## config.mk

```make
export PLATFORM = sky130hd
export DESIGN_NAME = decoder_stream_encoder
export DESIGN_NICKNAME = d
export VERILOG_FILES = /design/src/rtl/decoder_stream_encoder.sv
export SDC_FILE = /design/constraint.sdc
export NUM_CORES = 1
export LEC_CHECK = 0
export ABC_AREA = 1
export BUFFER_PORTS_ARGS = -buffer_cell sky130_fd_sc_hd__buf_2
export CELL_PAD_IN_SITES_DETAIL_PLACEMENT = 0
export CELL_PAD_IN_SITES_GLOBAL_PLACEMENT = 1
export CORE_MARGIN = 3
export CORE_UTILIZATION = 42
export DETAILED_ROUTE_END_ITERATION = 12
export PLACE_DENSITY = 0.94
export SYNTH_ARGS = -nofsm -noshare
export SYNTH_HDL_FRONTEND = slang
export SYNTH_SLANG_ARGS = --single-unit
```

## constraint.sdc

```tcl
create_clock -name clk -period 11.73 [get_ports clk]
set_clock_uncertainty 0.05 [all_clocks]
set_input_delay 1.173 -clock clk [delete_from_list [all_inputs] [get_ports clk]]
set_output_delay 1.173 -clock clk [all_outputs]
set_load 0.02 [all_outputs]
```

## src/rtl/decoder_stream_encoder.sv

```systemverilog
// Sequential 16-to-4 encoder: streams the 4-bit code of every set bit of an
// accepted request vector, highest priority (d[15], code 0) first.
module decoder_stream_encoder #(
    parameter bit REPORT_EMPTY = 1'b1
) (
    input  logic        clk,
    input  logic        rst,
    input  logic        enable,
    input  logic [15:0] d,
    input  logic        in_valid,
    output logic        in_ready,
    output logic        x,
    output logic        y,
    output logic        z,
    output logic        w,
    output logic        out_valid,
    input  logic        out_ready,
    output logic        last,
    output logic        none,
    output logic [4:0]  remaining
);

    typedef enum logic {IDLE = 1'b0, EMIT = 1'b1} state_t;

    state_t      state_q, state_d;
    logic [15:0] pend_q, pend_d;
    logic        none_q, none_d;
    logic [3:0]  code_s;
    logic [4:0]  count_s;
    logic        emit_s;

    function automatic logic [4:0] popcount16(input logic [15:0] v);
        logic [4:0] cnt;
        cnt = 5'd0;
        for (int i = 0; i < 16; i++) begin
            cnt = cnt + {4'd0, v[i]};
        end
        return cnt;
    endfunction

    // Priority encode pend: the smallest code n with pend[15-n] set wins.
    always_comb begin
        code_s = 4'd0;
        for (int n = 15; n >= 0; n--) begin
            if (pend_q[15-n]) begin
                code_s = 4'(n);
            end else begin
                code_s = code_s;
            end
        end
    end

    assign count_s = popcount16(pend_q);

    // Next-state logic; enable low freezes everything including the none pulse.
    always_comb begin
        state_d = state_q;
        pend_d  = pend_q;
        none_d  = none_q;
        if (enable) begin
            none_d = 1'b0;
            case (state_q)
                IDLE: begin
                    if (in_valid) begin
                        pend_d = d;
                        if (d != 16'd0) begin
                            state_d = EMIT;
                        end else begin
                            state_d = IDLE;
                            none_d  = REPORT_EMPTY;
                        end
                    end else begin
                        state_d = IDLE;
                    end
                end
                EMIT: begin
                    if (out_ready) begin
                        pend_d = pend_q & ~(16'h8000 >> code_s);
                        if (count_s == 5'd1) begin
                            state_d = IDLE;
                        end else begin
                            state_d = EMIT;
                        end
                    end else begin
                        state_d = EMIT;
                    end
                end
                default: begin
                    state_d = IDLE;
                    pend_d  = 16'd0;
                end
            endcase
        end else begin
            state_d = state_q;
        end
    end

    // State registers with synchronous reset.
    always_ff @(posedge clk) begin
        if (rst) begin
            state_q <= IDLE;
            pend_q  <= 16'd0;
            none_q  <= 1'b0;
        end else begin
            state_q <= state_d;
            pend_q  <= pend_d;
            none_q  <= none_d;
        end
    end

    // rst masks the outputs so the reset cycle always reads as fully idle.
    assign emit_s       = ~rst & (state_q == EMIT);
    assign in_ready     = ~rst & enable & (state_q == IDLE);
    assign out_valid    = emit_s & enable;
    assign {x, y, z, w} = emit_s ? code_s : 4'd0;
    assign last         = emit_s & (count_s == 5'd1);
    assign remaining    = emit_s ? count_s : 5'd0;
    assign none         = ~rst & none_q;

endmodule

```

# Yosys cells after proc, flatten, opt, wreduce, memory -nomap -nowiden
# Index checks and enable logic that the tools add are counted.
[op_classes]
n_mux = 29
addsub = 15
eq_ne = 3
n_shift = 1
n_bitwise = 10
n_reduce_logical = 2
[ops]
columns = ["cell", "count"]
rows = [
  ["two-way mux 4 bit", 17],
  ["adder 5 x 1 -> 5 bit", 11],
  ["two-way mux 16 bit", 2],
  ["one-hot mux 16 bit (2 select lines)", 1],
  ["bitwise AND 16 bit", 1],
  ["NOT 16 bit", 1],
  ["nonzero test 16 bit", 1],
  ["right shift 16 x 4 -> 16 bit (first input constant)", 1],
  ["two-way mux 1 bit", 7],
  ["bitwise AND 1 bit", 6],
  ["adder 4 x 1 -> 5 bit", 1],
  ["equality test 5 x 1 -> 1 bit (second input constant)", 1],
  ["two-way mux 5 bit", 1],
  ["adder 3 x 1 -> 4 bit", 1],
  ["inequality test 2 bit (second input constant)", 2],
  ["adder 2 x 1 -> 3 bit", 1],
  ["AND reduction 3 bit", 1],
  ["adder 1 x 1 -> 2 bit", 1],
  ["NOT 1 bit", 2],
  ["one-hot mux 1 bit (2 select lines)", 1],
]
[totals]
regBits = 18
inputBits = 21
elab_cells = 63
output_inout_bits = 13

# Logic depth before layout (Yosys ltp)
# Gate-level depths: netlist of run 1.
[logic_depth]
ltp_word = 21
depth_mapped = 18
depth_no_buf = 18

# Worst setup path before layout of run 1
# Ideal clock, no wire load.
[synth_timing]
path_type = "reg2out"
startpoint = "register pend_q[13]"
endpoint = "output port last"
arrival_time_ps = 3615
t_required_ps = 10507
path_buffers = 0
path_stages_with_launch = 12
slack_ps = 6892
path_cell_list = "dfxtp_1 -> inv_1 -> fa_1 -> fa_1 -> fa_1 -> fa_1 -> inv_1 -> ha_1 -> fa_1 -> xnor2_1 -> nand4_1 -> nor2_1"
[synth_via]
elab_chain_cells = 5
[synth_rtl]
columns = ["item", "line", "source"]
rows = [
  ["start: declaration", "26", "logic [15:0] pend_q, pend_d;"],
  ["start signal: assignment", "106", "pend_q <= pend_d;"],
  ["adder 5 x 1 -> 5 bit (3 in series)", "36", "cnt = cnt + {4'd0, v[i]};"],
  ["equality test 5 x 1 -> 1 bit", "116", "assign last = emit_s & (count_s == 5'd1);"],
  ["bitwise AND 1 bit", "116", ""],
  ["end: declaration", "18", "output logic last,"],
]
# Every way passes these cells.

# Worst setup path after layout of run 1
[layout_timing]
startpoint = "register pend_q[7]"
endpoint = "output port last"
[layout_via]
elab_chain_cells = 11
[layout_rtl]
columns = ["item", "line"]
rows = [
  ["adder 5 x 1 -> 5 bit (9 in series)", "36"],
  ["equality test 5 x 1 -> 1 bit", "116"],
  ["bitwise AND 1 bit", "116"],
]
# Every way passes these cells.

==> impl_summary.md, run 1 <==
Timing
Dividing the final minimum period by the clock period gives 0.4497. The count of endpoints failing hold in the final timing report is 0. The clock period minus final worst setup slack is roughly 5.3 ns. The count of endpoints failing setup in the final report is 0. The highest clock rate is between 0.15 and 0.2 GHz. The worst relative slew slack is 0.5972. After routing, the total negative slack on setup checks comes to 0 ns. The final max-slew violation count is 0. Setup repair after global routing left no endpoint under its margin. Hold is met by 0.4539 ns. For the pin with the worst max-slew slack, the measured transition is about 0.6 ns.

Clock network
The total of cells resized after clock tree synthesis is 0. The number of buffers created by CTS is 3. The clock-pin slew on the worst setup and hold paths is 0.07 ns. For the worst-skew pair, the clock arrives at the later sink with an insertion delay of 0.26 ns. TritonCTS built the clock tree. The number of hold buffers added after cts is 0. The largest buffer count on any clock path is 2. The number of H-tree levels is 1. The number of sinks handled by clock tree synthesis is 18. The tree is rooted in a sky130_fd_sc_hd__clkbuf_8. The number of buffers inserted to repair setup after CTS is 0.

Die
The number of placement rows is 22. The initial standard-cell utilization of the core is 0.4469. The I/O pin total is 34.

The placeable core region is between 3000 and 4000 um^2. The height of the die is roughly 69 um. Measured along the x axis, the die boundary spans just under 70 um. The die covers 4776 um^2.

Worst hold path
Counting instances, the worst hold path has a depth of 2. The terminating pin of the worst hold path is pend_q[1]. In this run the most critical hold path is launched from pend_q[1]. The type of the worst min-delay path is flip-flop to flip-flop.

Yosys
The share of synthesized area in the top cell type comes to 0.2154. By area the synthesized netlist is led by sky130_fd_sc_hd__dfxtp_1, sky130_fd_sc_hd__fa_1, sky130_fd_sc_hd__a21oi_1. The synthesized net count is 271. Summed over all instances, the cell type with the most area after synthesis is sky130_fd_sc_hd__dfxtp_1. The netlist uses 32 different library cells. After technology mapping, the gate count stands at 233. The number of synthesis warnings is 0. In this run, synthesis produced a sequential element count of 18.

The per-instance average area after synthesis is 7.180 um^2. The area of the mapped netlist is 1673 um^2. The share of the Yosys chip area taken by registers is 0.2154.

Setup path
The startpoint identified for the worst register-to-register timing path is pend_q[7]. The critical path contains buffers and inverters numbering 3 combined. The number of cells on the worst reg-to-reg path is 12. The type of origin of the critical path is a flip-flop.

The cell at the slowest stage of the critical path is sky130_fd_sc_hd__fa_1. Among the stages of the critical path, the cell type that occurs most often is sky130_fd_sc_hd__fa_1. For the worst setup path, the data required time is ~11 ns.

The setup check on the worst reg-to-reg path leaves a slack of 7.83 ns. Walking the worst path, the cells encountered are inv_1 > fa_1 > fa_1 > fa_1 > fa_1 > inv_1 > ha_1 > fa_1 > xnor2_1 > nand4_1 > nor2_1 > buf_2. The worst setup path is of the flip-flop to output port kind. The maximum fanout encountered on the critical timing path is 5. The arrival time of the worst setup path is 4.05 ns. STA classifies the critical path endpoint as an output port.

The cell family with the largest share of critical-path delay is adder cells. The highest cell delay on the worst timing path is 0.53 ns. The worst register-to-register path ends at state_q.

Final layout
The proportion of layout cells with a drive suffix above 1 is 0.2510. Measured on the finished design, the core utilization comes to 0.5137. The number of nets in the final layout is 302.

The signed area change from the synthesized netlist to the final layout is 14.96%. The finished layout holds just over 300 standard cells, fillers aside. The repair_antennas step left the layout with diodes totalling 0. The final non-filler cell area is 1923 um^2.

Drt
The detailed router placed 1634 vias in this run. Dividing the detail-routed wire length by the instance count gives 13.77 um. The overall routed net length is 4282 um.

The first TritonRoute pass finished after 4 iterations. After detailed routing, the number of vias per cell comes to between 5 and 6. The remaining antenna violation count is 0.

The initial DRC count is 67. The final routed DRC violation total is 0.

Placement
Once placement finished, the instance area stood at roughly 1900 um^2. Buffers placed on the I/O ports in this run total 33. The global placement routability congestion is 0.8883. The HPWL reported at the end of detailed placement is 3446 um.

The number of placed instances, taps included is 307.

Pwr
The power per standard cell area is 168.6 nW/um^2. Summed over all cells, the static leakage comes to 0.0008934 uW. Across the VDD grid, the largest voltage drop is 0.1051 mV.

Global route
The global router's overall resource usage is 0.1832. Entering global routing, the biggest net connects 20 pins. The initial antenna violation count was 0.

The met3 usage in global routing is 0.04082. The first global-routing pass estimated just over 7000 um of wire. The fraction of met2 tracks used by global routing is 0.2881. The busiest metal layer after global routing is met2.

The via count of the first global-routing pass is around 1500. The sum of overflow across all layers after global routing is 0. For this run, global-route usage on met1 was measured as 0.2577.

Run
The tool flagged a number of max-cap violations equal to 0.

Run status
The flow ran to the end, and the final reports show no timing, DRC or antenna violations.
[worst reg2reg max path: stages, from the launching register on]
cell and delay [ns]:
sky130_fd_sc_hd__dfxtp_1 0.43, sky130_fd_sc_hd__inv_1 0.12, sky130_fd_sc_hd__fa_1 0.53, sky130_fd_sc_hd__fa_1 0.44, sky130_fd_sc_hd__fa_1 0.48, sky130_fd_sc_hd__fa_1 0.50, sky130_fd_sc_hd__inv_1 0.05, sky130_fd_sc_hd__ha_1 0.20
sky130_fd_sc_hd__fa_1 0.41, sky130_fd_sc_hd__xnor2_1 0.23, sky130_fd_sc_hd__nand4_1 0.14, sky130_fd_sc_hd__o21ai_0 0.16, sky130_fd_sc_hd__nand2_1 0.06
[state kept, by name, indices dropped and copies added (netlist names)]
register / count
pend_q: 16
state_q: 1
none_q: 1
[how the worst max path moves through the flow]
stage | start | end | slack, ns | cells past startpoint
6_report | pend_q[7] | last | 6.46 | 12
5_1_grt | pend_q[13] | last | 6.25 | 12
4_1_cts | pend_q[13] | last | 6.44 | 12
3_5_place_dp | pend_q[13] | last | 6.74 | 12
3_3_place_gp | pend_q[0] | last | 6.81 | 12
2_1_floorplan | pend_q[13] | last | 6.89 | 11
[power by group]
| part | total, uW | leakage [uW] | internal, uW | switching (uW) |
|---|---|---|---|---|
| Combinational | 193 | 0.000716 | 70.1 | 123 |
| Sequential | 78.7 | 0.000148 | 68.4 | 10.3 |
| Clock | 52.1 | 0.0000288 | 29.9 | 22.2 |
[cell type report]
type / count / area [um^2]
sequential: 18 / 360.3
timing repair buffer: 33 / 165.2
multi-input combinational: 164 / 1115
fill: 391 / 1821
clock buffer: 4 / 55.05
inverter: 44 / 167.7
tap: 48 / 60.06
[stage by stage]
stage,total power (uW),setup WS (ns)
2_1_floorplan,228.0,6.892
3_3_place_gp,268.7,6.812
3_5_place_dp,272.9,6.744
4_1_cts,326.9,6.437
5_1_grt,359.5,6.250
6_report,324.2,6.455
[Yosys cell counts (all sizes together)]
library cell / count
a211oi: 1
a21oi: 34
a31oi: 1
a32o: 1
and2: 2
buf: 3
clkbuf: 4
dfxtp: 18
fa: 10
ha: 7
inv: 44
nand2: 31
nand3: 10
nand4: 12
nor2: 18
nor3: 5
nor4: 4
o211ai: 4
o21ai: 19
o21bai: 3
xnor2: 1
xor2: 1
[layer usage]
metal  up-vias  part of all wire
met5         -                 0
li1        836                 -
met1       741              0.46
met3         6             0.070
met2        51              0.46
met4         0            0.0070
[kinds of logic after synthesis]
| family | Yosys count | share of synthesized area |
|---|---|---|
| AOI/OAI and AO/OA | 63 | 0.2289 |
| xor gates and xnor gates | 2 | 0.01047 |
| adders and majority gates | 17 | 0.1720 |
| buffers and inverters | 51 | 0.1182 |
| DFF | 18 | 0.2154 |
| and+or+nand+nor | 82 | 0.2550 |
[cells in the final DEF (no fill, tap or decap)]
cell type	n
sky130_fd_sc_hd__inv_1	34
sky130_fd_sc_hd__buf_2	33
sky130_fd_sc_hd__a21oi_1	29
sky130_fd_sc_hd__nand2_1	25
sky130_fd_sc_hd__dfxtp_1	18
sky130_fd_sc_hd__nor2_1	17
sky130_fd_sc_hd__o21ai_0	16
sky130_fd_sc_hd__nand3_1	10
sky130_fd_sc_hd__nand4_1	10
sky130_fd_sc_hd__fa_1	10
sky130_fd_sc_hd__inv_2	9
sky130_fd_sc_hd__ha_1	7
sky130_fd_sc_hd__a21oi_2	5
sky130_fd_sc_hd__nand2_2	4
sky130_fd_sc_hd__o211ai_1	4
sky130_fd_sc_hd__nor4_1	4
sky130_fd_sc_hd__clkbuf_8	4
sky130_fd_sc_hd__nor3_1	3
sky130_fd_sc_hd__o21bai_1	3
sky130_fd_sc_hd__nor3_2	2
sky130_fd_sc_hd__o21ai_2	2
sky130_fd_sc_hd__nand2_4	2
sky130_fd_sc_hd__and2_1	2
sky130_fd_sc_hd__nand4_2	2
sky130_fd_sc_hd__inv_4	1
sky130_fd_sc_hd__xor2_1	1
sky130_fd_sc_hd__xnor2_1	1
sky130_fd_sc_hd__nor2_4	1
sky130_fd_sc_hd__o21ai_1	1
sky130_fd_sc_hd__a31oi_4	1
sky130_fd_sc_hd__a211oi_1	1
sky130_fd_sc_hd__a32o_1	1
(Power assumes the default switching activity.)
==> inputs of run 2 (changes only) <==
--- a/config.mk
+++ b/config.mk
@@ -10,9 +10,9 @@
 export CELL_PAD_IN_SITES_DETAIL_PLACEMENT = 0
 export CELL_PAD_IN_SITES_GLOBAL_PLACEMENT = 1
 export CORE_MARGIN = 3
-export CORE_UTILIZATION = 42
+export CORE_UTILIZATION = 35
 export DETAILED_ROUTE_END_ITERATION = 12
-export PLACE_DENSITY = 0.94
+export PLACE_DENSITY = 0.84
 export SYNTH_ARGS = -nofsm -noshare
 export SYNTH_HDL_FRONTEND = slang
 export SYNTH_SLANG_ARGS = --single-unit
==> constraint.sdc (replaced) <==
create_clock -name clk -period 4.5 [get_ports clk]
set_clock_uncertainty 0.05 [all_clocks]
set_input_delay 0.45 -clock clk [delete_from_list [all_inputs] [get_ports clk]]
set_output_delay 0.45 -clock clk [all_outputs]
set_load 0.02 [all_outputs]
==> run 2 against run 1 <==
Non-clock buffer count is the same. Power rose to 2.6 times the previous value. Worst hold slack got worse by 0.057 ns. Worst setup slack worse by 6.3 ns. Flip-flop and latch count did not move. First-iteration DRC count down 61%. Critical path type unchanged. Register-to-register slack got worse by 7.1 ns. Global-route usage down 1.8 points. Utilization fell by 8.0 points. Die area grew 18%.
==> impl_summary.md, run 2 (synthesized netlist as in run 1, its figures left out) <==
Run status
The flow ran to the end, and the final reports show no timing, DRC or antenna violations.

Drt
In this run the top signal layer used is met4. The remaining antenna violation count is 0 (unchanged). The routed length on met1 is 2165 um (+10%).

The total met2 wirelength after detailed routing is 1933 um (-2.9%). The via count normalized by instance count is 5.153 (-1.9%). The overall via count from detail_route was 1618 (-0.98%). The average routed wire per standard cell was 13.92 um (+1.1%). The final routed DRC violation total came to 0 (unchanged).

The met3 routed wirelength is 186 um (-38%). The overall routed net length is 4371 um (+2.1%). The number of iterations in the first detailed-routing pass is 4 (unchanged).

The initial DRC count is 26 (-61%).

Placement
The global placement routability congestion is 0.8259 (-7.0%). The quantity of I/O buffers inserted on ports is 33 (unchanged). The worst slack at placement came to 0.2015 ns (-6.542 ns). The number of placed instances, taps included was 311 (+1.3%). The HPWL reported at the end of detailed placement came to 3571 um (+3.6%).

Die
The height of the die is 75.14 um (+8.7%). The width of the chip is 75.14 um (+8.7%). The full die area is 5645 um^2 (+18%). The initial standard-cell utilization of the core is 0.3739 (-0.07298). The I/O pin total is 34 (unchanged).

The placeable core region came to 4474 um^2 (+20%). The number of placement rows came to 24 (+9.1%).

Final layout
The filler cell count in the final layout came to 482 (+23%). In the final layout, the registers with the most flip-flops are pend_q: 16 flops, none_q: 1 flops, state_q: 1 flops. The final non-filler cell total is 314 (+0.96%). The proportion of layout cells with a drive suffix above 1 came to 0.2939 (+0.04294).

Relative to the synthesized area, the layout overhead comes to 15.93%. The sequential cell area is 370.4 um^2 (+2.8%). The top register by number of flip-flops is pend_q. The library cell used most frequently in the layout, excluding fill and tap cells, is sky130_fd_sc_hd__buf_2. The area used by multi-input combinational logic is 1127 um^2 (+1.1%). The flip-flop count of the largest register after layout is 16 (unchanged). The number of nets in the final layout is 302 (unchanged). The antenna diode count came to 0 (unchanged).

The top cell types in the final layout, fill and taps aside, are sky130_fd_sc_hd__buf_2, sky130_fd_sc_hd__inv_1, sky130_fd_sc_hd__a21oi_1.

Timing
The final max-slew violation count was 0 (unchanged). The count of endpoints failing setup in the final report is 0 (unchanged). The worst path needs 4.314 ns of the cycle, external delays included.

Setup repair after global routing left no endpoint under its margin. Based on the critical path, the design can be clocked at up to ~0.23 GHz. The fraction of the cycle the final worst path needs is 0.9586. The sum of negative setup slack is 0 ns (unchanged). The post-route worst setup slack is 0.1862 ns (-6.269 ns). The actual transition at the worst max-transition pin is 0.6179 ns (+0.01460 ns).

The count of endpoints failing hold in the final timing report is 0 (unchanged). The worst relative slew slack is 0.5880 (-0.009237).

Run
The number of max-capacitance violations reported came to 0 (unchanged).

Clock network
The largest buffer count on any clock path is 2 (unchanged). The CTS tree is built. The root buffer cell is sky130_fd_sc_hd__clkbuf_8. The number of hold buffers added after cts was 0 (unchanged).

The insertion delay of the later-clocked pin in the worst-skew pair came to 0.26 ns (about the same). The number of H-tree levels is 1 (unchanged). The number of buffers created by CTS was 3 (unchanged). The clock-pin slew on the worst setup and hold paths is 0.07 ns (about the same). The number of sinks handled by clock tree synthesis came to 18 (unchanged).

Global route
The largest net degree at the start of global routing was 20 (unchanged). The sum of overflow across all layers after global routing is 0 (unchanged). The wire length of the first global-routing pass is 7141 um (-1.9%).

The via count of the first global-routing pass was 1533 (+0.39%). The initial antenna violation count is 0 (unchanged). The global router's overall resource usage came to 0.1654 (-0.01784).

Pwr
The power per standard cell area came to 436.8 nW/um^2 (+160%). The largest voltage drop on the vdd net is 0.2835 mV (+170%). The cell leakage power is 0.0008873 uW (-0.69%). The post-layout total power came to 847.1 uW (+160%).

Setup path
The arrival time of the worst setup path came to 3.81 ns (-0.24 ns). Counting stages on the worst path, the most repeated cell is sky130_fd_sc_hd__fa_1. The cell at the slowest stage of the critical path is sky130_fd_sc_hd__fa_1. The highest cell delay on the worst timing path is 0.55 ns (+0.02 ns).

STA classifies the critical path startpoint as a flip-flop. The required time of the worst setup path is 4.00 ns (-6.51 ns). The class of the most critical setup path is flip-flop to output port. The maximum fanout encountered on the critical timing path is 5 (unchanged). The cell family with the largest share of critical-path delay is adder cells. The critical path capture point type is an output port.

The signal on the critical path passes through inv_1 > fa_1 > fa_1 > fa_1 > fa_1 > inv_1 > ha_2 > fa_2 > xnor2_2 > nand4_1 > nor2_1 > buf_4. The sum of buffers and inverters on the critical path is 3 (unchanged).

Worst hold path
The min-delay analysis places its worst path in the category input pin to flip-flop.
-- run 2: changes by cell type in the layout (fill, tap and decap cells not counted), sizes merged --
cell    delta
clkbuf     -1
-- run 2: worst reg2reg max path: cells and delay by family (launching register included) --
kind / cells / cell delay (ns)
xor+xnor: 1 / 0.18
buf+inv: 2 / 0.12
fa+ha+maj: 6 / 2.51
compound gates: 1 / 0.19
simple gates: 2 / 0.20
flops: 1 / 0.37
-- run 2: stage by stage --
step           instance area [um^2]  utilization  hold slack [ns]
4_1_cts                        1924       0.4301           0.3969
2_1_floorplan                  1673            -           0.4144
3_5_place_dp                   1873       0.4186           0.4499
3_3_place_gp                   1873       0.4186           0.4320
5_1_grt                        1939       0.4334           0.4103
6_report                       1939       0.4334           0.3972
-- run 2: path summary, 6_finish.rpt --
| kind | cells past startpoint | slack [ns] | to | startpoint |
|---|---|---|---|---|
| max | 12 | 0.19 | last | pend_q[7] |
| min | 2 | 0.40 | pend_q[15] | rst |
| max reg2reg | 12 | 0.78 | state_q | pend_q[7] |
| min reg2reg | 2 | 0.46 | pend_q[1] | pend_q[1] |
-- run 2: per-layer routing --
layer,track usage,vias up
li1,-,843
met4,0.05049,0
met2,0.2544,46
met3,0.03471,8
met5,0,-
met1,0.2329,721
-- run 2: layout make-up --
| class | instances | share of cell area |
|---|---|---|
| clock buffers | 3 | 0.02129 |
| well taps | 52 | 0.03355 |
| flip-flops and latches | 18 | 0.1910 |
| repair buffers | 33 | 0.08645 |
| multi-input cells | 164 | 0.5813 |
| inverters | 44 | 0.08645 |
-- run 2: timing repair --
action | CTS | global route
setup buffers | 0 | 0
endpoints found under the setup margin | 1 | 1
pin swaps | 0 | 3
resized for setup | 3 | 11
-- run 2: power by group --
part / switching (uW) / total (uW) / internal, uW
registers: 26.0 / 206 / 180
clock network: 56.2 / 116 / 59.6
logic: 330 / 526 / 196
